### src/rtl/fir_uart_controller.sv
// Control FSM for the UART-fed 16-bit FIR datapath: two bytes in, one FIR sample, two bytes out.
// Define FIR_TIMEOUT_EN to bound the wait for the FIR result and report timeouts on timeout_err.
module fir_uart_controller #(
  parameter int FIR_TIMEOUT = 255,
  parameter int CNT_WIDTH   = 16
) (
  input  logic                 clk,
  input  logic                 reset,
  input  logic                 RxD_data_ready,
  input  logic                 output_valid,
  input  logic                 TxD_busy,
  output logic                 Load_FIR_In_LSB,
  output logic                 Load_FIR_In_MSB,
  output logic                 input_valid,
  output logic                 Load_FIR_OUT,
  output logic                 TxD_data_select,
  output logic                 TxD_start,
  output logic                 busy,
  output logic [CNT_WIDTH-1:0] sample_count,
  output logic                 overrun,
  output logic                 timeout_err
);

  typedef enum logic [3:0] {
    S_RX_LSB,
    S_RX_MSB,
    S_FIR_START,
    S_FIR_WAIT,
    S_LATCH,
    S_TX_LSB,
    S_TXW_LSB,
    S_TX_MSB,
    S_TXW_MSB
  } state_t;

  state_t               state_q, state_d;
  logic                 seenBusy_q, seenBusy_d;
  logic                 txwCnt_q, txwCnt_d;
  logic [CNT_WIDTH-1:0] sampleCount_q, sampleCount_d;
  logic                 overrun_q, overrun_d;

`ifdef FIR_TIMEOUT_EN
  localparam int TW = ($clog2(FIR_TIMEOUT + 1) < 8) ? 8 : $clog2(FIR_TIMEOUT + 1);
  logic [TW-1:0] firCnt_q, firCnt_d;
  logic          timeout_q, timeout_d;
`else
  logic [31:0] unusedTimeout;
  assign unusedTimeout = 32'(FIR_TIMEOUT);
`endif

  always_ff @(posedge clk) begin
    if (reset) begin
      state_q       <= S_RX_LSB;
      seenBusy_q    <= 1'b0;
      txwCnt_q      <= 1'b0;
      sampleCount_q <= '0;
      overrun_q     <= 1'b0;
`ifdef FIR_TIMEOUT_EN
      firCnt_q      <= '0;
      timeout_q     <= 1'b0;
`endif
    end else begin
      state_q       <= state_d;
      seenBusy_q    <= seenBusy_d;
      txwCnt_q      <= txwCnt_d;
      sampleCount_q <= sampleCount_d;
      overrun_q     <= overrun_d;
`ifdef FIR_TIMEOUT_EN
      firCnt_q      <= firCnt_d;
      timeout_q     <= timeout_d;
`endif
    end
  end

  // A byte arriving outside the two receive states is dropped and flagged.
  always_comb begin
    state_d         = state_q;
    seenBusy_d      = seenBusy_q;
    txwCnt_d        = txwCnt_q;
    sampleCount_d   = sampleCount_q;
    overrun_d       = overrun_q |
                      (RxD_data_ready && (state_q != S_RX_LSB) && (state_q != S_RX_MSB));
    Load_FIR_In_LSB = 1'b0;
    Load_FIR_In_MSB = 1'b0;
    input_valid     = 1'b0;
    Load_FIR_OUT    = 1'b0;
    TxD_data_select = 1'b0;
    TxD_start       = 1'b0;
`ifdef FIR_TIMEOUT_EN
    firCnt_d        = firCnt_q;
    timeout_d       = timeout_q;
`endif

    case (state_q)
      S_RX_LSB: begin
        Load_FIR_In_LSB = RxD_data_ready;
        if (RxD_data_ready) state_d = S_RX_MSB;
      end
      S_RX_MSB: begin
        Load_FIR_In_MSB = RxD_data_ready;
        if (RxD_data_ready) state_d = S_FIR_START;
      end
      S_FIR_START: begin
        input_valid = 1'b1;
        state_d     = S_FIR_WAIT;
`ifdef FIR_TIMEOUT_EN
        firCnt_d    = '0;
`endif
      end
      S_FIR_WAIT: begin
        if (output_valid) begin
          state_d = S_LATCH;
        end else begin
`ifdef FIR_TIMEOUT_EN
          firCnt_d = firCnt_q + TW'(1);
          if (firCnt_q + TW'(1) == TW'(FIR_TIMEOUT)) begin
            timeout_d = 1'b1;
            state_d   = S_RX_LSB;
          end
`endif
        end
      end
      S_LATCH: begin
        Load_FIR_OUT = 1'b1;
        state_d      = S_TX_LSB;
      end
      S_TX_LSB: begin
        seenBusy_d = 1'b0;
        txwCnt_d   = 1'b0;
        if (!TxD_busy) begin
          TxD_start = 1'b1;
          state_d   = S_TXW_LSB;
        end
      end
      // A transmitter that never raises busy within two cycles is taken as done.
      S_TXW_LSB: begin
        txwCnt_d = 1'b1;
        if (TxD_busy) seenBusy_d = 1'b1;
        if (!TxD_busy && (seenBusy_q || txwCnt_q)) state_d = S_TX_MSB;
      end
      S_TX_MSB: begin
        TxD_data_select = 1'b1;
        seenBusy_d      = 1'b0;
        txwCnt_d        = 1'b0;
        if (!TxD_busy) begin
          TxD_start = 1'b1;
          state_d   = S_TXW_MSB;
        end
      end
      S_TXW_MSB: begin
        TxD_data_select = 1'b1;
        txwCnt_d        = 1'b1;
        if (TxD_busy) seenBusy_d = 1'b1;
        if (!TxD_busy && (seenBusy_q || txwCnt_q)) begin
          sampleCount_d = sampleCount_q + CNT_WIDTH'(1);
          state_d       = S_RX_LSB;
        end
      end
      default: state_d = S_RX_LSB;
    endcase
  end

  assign busy         = (state_q != S_RX_LSB);
  assign sample_count = sampleCount_q;
  assign overrun      = overrun_q;
`ifdef FIR_TIMEOUT_EN
  assign timeout_err  = timeout_q;
`else
  assign timeout_err  = 1'b0;
`endif

endmodule

### config.mk
export PLATFORM = sky130hd
export DESIGN_NAME = fir_uart_controller
export DESIGN_NICKNAME = d
export VERILOG_FILES = /design/src/rtl/fir_uart_controller.sv
export SDC_FILE = /design/constraint.sdc
export NUM_CORES = 1
export LEC_CHECK = 0
export BUFFER_PORTS_ARGS = -buffer_cell sky130_fd_sc_hd__clkbuf_2
export CORE_MARGIN = 3
export CORE_UTILIZATION = 51
export CTS_CLUSTER_DIAMETER = 120
export DETAILED_ROUTE_END_ITERATION = 10
export PLACE_DENSITY = 0.77
export SYNTH_ARGS = -nofsm -noshare
export SYNTH_HDL_FRONTEND = slang
export SYNTH_SLANG_ARGS = --single-unit
### constraint.sdc
create_clock -name clk -period 2.6 [get_ports clk]
set_clock_uncertainty 0.15 [all_clocks]
set_input_delay 0.52 -clock clk [delete_from_list [all_inputs] [get_ports clk]]
set_output_delay 0.52 -clock clk [all_outputs]
set_load 0.005 [all_outputs]
==> results.py <==
metrics = {
    "run_status": {
        "status": "completed",
    },
    "clocking": {
        "cts_inserted_buffers": 3,
        "cts.clk_slew.worst_paths_ns": 0.13,
        "h-tree-depth": 1,
        "cts.sinks": 23,
        "cts_root_buf": "clkbuf_4",
        "cts_tree": "built",
        "cts_setup_buffers": 0,
        "cts-resized-gates": 0,
        "clk_path_buf_depth": 2,
        "clock_latency_ns": 0.32,
        "cts_hold_buf": 0,
    },
    "sta": {
        "period_needed_ns": 2.32,
        "fmaxAchievable_ghz": 0.431,
        "slew_viol_final": 0,
        "rsz0062_at_grt": "false",
        "finalSetupViolations": 0,
        "fin_tns_setup_ns": 0,
        "setup_slack_ns": 0.280,
        "hold_violations": 0,
        "final.period_utilization_pct": 89.2,
    },
    "drt": {
        "firstDrtPassIters": 4,
        "vias": 1229,
        "drt-vias-per-instance": 5.97,
        "ant_nets": 0,
        "drc_errors": 0,
        "first_iter_violations": 24,
        "wire_per_inst_um": 13.7,
        "wirelength_mm": 2.82,
    },
    "yosys": {
        "syn_nets": 159,
        "yosys.area_share.simple_pct": 31.0,
        "ys_seq_elements": 23,
        "syn_area_per_cell_um2": 7.92,
        "synth_compound_area_share_pct": 19.8,
        "ys_warn_count": 0,
        "synth_top_family_by_area": "simple AND/OR/NAND/NOR gates",
        "synth_cell_types": 38,
        "synth_xor_area_share_pct": 4.33,
        "synth_fa_ha_area_share_pct": 1.03,
        "synth_mux_area_share_pct": 0.826,
        "syn_area_mm2": 0.00121,
        "synth_seq_area_share_pct": 38.0,
        "syn_inst": 153,
    },
    "die": {
        "ioPinCount": 30,
        "die-area_mm2": 0.00300,
        "initial_core_util_pct": 54.3,
        "core_mm2": 0.00223,
        "die_x_um": 54.8,
        "rows": 17,
        "dieHeight_um": 54.8,
    },
    "worst_hold_path": {
        "worstHoldPathType": "in -> reg",
    },
    "finish": {
        "final_cell_mix": "clkbuf_2 (28), dfxtp_1 (23), a21oi_1 (15)",
        "final_nets": 185,
        "area_delta_synth_final_pct": 15.3,
        "num_antenna_cells": 0,
        "fill_cells": 212,
        "final_area_mm2": 0.00140,
        "layout-drive-gt1-share_pct": 21.3,
        "layout_commonest_cell": "clkbuf_2",
    },
    "worst_setup_path": {
        "critPathKind": "reg -> reg",
        "arrival_ns": 2.41,
        "start_kind": "flop",
        "crit_required_ns": 2.69,
        "critPathCaptureType": "flop",
        "rrSetupSlack_ns": 0.28,
        "crit_fanout": 14,
    },
    "global_routing": {
        "grt_pass1_vias": 1010,
        "busiest_layer": "met2",
        "grtUsageMet1_pct": 26.7,
        "grt_overflow_total": 0,
        "grt_pass1_wl_mm": 4.51,
        "grt_max_degree": 25,
        "grtUsageMet2_pct": 31.3,
        "grt_use_total_pct": 20.5,
        "grt_use_met3_pct": 5.99,
        "antenna_found_initial": 0,
    },
    "power_and_ir_drop": {
        "powerDensity_mw_per_mm2": 435,
        "irDropWorstVdd_mv": 0.294,
        "p_leak_uw": 0.000508,
    },
    "place": {
        "place.port_buffers": 28,
        "dp_hpwl_mm": 2.03,
        "gp_congestion": 0.815,
        "place_area_mm2": 0.00137,
        "detailedPlace.worstSlack_ns": 0.140,
    },
    "job": {
        "cap_violations": 0,
    },
}
==> layout make-up <==
type / instances / area (um^2) / area share [%]
clock inverters: 1 / 7.51 / 0.537
well taps: 28 / 35.0 / 2.51
repair buffers: 31 / 163 / 11.6
flip-flops and latches: 23 / 460 / 32.9
multi-input cells: 116 / 694 / 49.7
clock buffers: 3 / 22.5 / 1.61
inverters: 4 / 15.0 / 1.07
==> per-stage QoR <==
step	power (uW)	hold WS, ns	instances	util (%)
after floorplan	418	0.305	153	-
after global placement	442	0.300	202	61.2
after detailed placement	444	0.320	202	61.2
after CTS	616	0.325	206	62.6
after global routing	640	0.362	206	62.6
final	608	0.335	206	62.6
==> report_power, final <==
| part | internal, uW | switching, uW | total (uW) |
|---|---|---|---|
| sequential | 359 | 8.33 | 367 |
| combinational | 28.6 | 41.1 | 69.6 |
| clock | 58.9 | 112 | 171 |
| total | 446 | 161 | 608 |
==> cells by family (layout without fill, tap and decap cells) <==
logic type / count (synthesis) / after routing
buffers and inverters: 14 / 39
adders and majority gates: 1 / 1
and+or+nand+nor: 68 / 68
other: 1 / 1
AOI/OAI and AO/OA: 39 / 39
muxes: 1 / 1
DFF: 23 / 23
xor gates and xnor gates: 6 / 6
==> Yosys cell counts (all sizes together) <==
master	count	share of area, %
o21ai	7	2.9
or2	3	1.5
nand4	3	1.5
o22ai	1	0.52
and3b	2	1.4
or4	8	5.0
nand4b	1	0.72
a21oi	15	6.2
xnor2	6	4.3
inv	4	1.2
buf	3	1.3
nor3b	1	0.62
o31ai	6	3.7
o21a	1	0.62
nand2b	2	1.0
o22a	1	0.72
and3	2	1.0
ha	1	1.0
o21ba	1	0.83
nor3	7	2.9
a31oi	3	1.5
nand3	6	2.5
nand2	10	3.1
dfxtp	23	38
clkbuf	7	2.2
o21bai	1	0.62
or4b	1	1.1
a2111oi	1	0.72
or3	5	2.6
o211a	1	0.83
mux2i	1	0.83
o211ai	1	0.62
nor4	3	1.5
conb	1	0.31
nor2	14	4.3
==> flip-flops by register name, summed over array words and instances, names as in the netlist <==
| name | flops |
|---|---|
| sample_count | 16 |
| state_q | 4 |
| overrun | 1 |
| seenBusy_q | 1 |
| txwCnt_q | 1 |
==> path summary, 6_finish.rpt <==
kind	start	end	cells past startpoint
worst max-delay path	state_q[2]$_SDFFE_PP0P_	sample_count[15]$_SDFFE_PP0P_	4
worst min-delay path	RxD_data_ready	overrun$_SDFF_PP0_	3
worst max register to register	state_q[2]$_SDFFE_PP0P_	sample_count[15]$_SDFFE_PP0P_	4
worst min register to register	overrun$_SDFF_PP0_	overrun$_SDFF_PP0_	2
==> critical path, stage by stage (launching register included) <==
cell and delay, ns:
dfxtp_1 0.45, or4b_4 0.62, or2_1 0.36, or4_1 0.50
a21oi_1 0.16
==> metal layers <==
metal	wire length, um	share of wire [%]
met1	1340	47
met2	1340	47
met3	115	4.1
met4	34	1.2
met5	0	0
No activity file was read; power rests on OpenSTA's default activity.
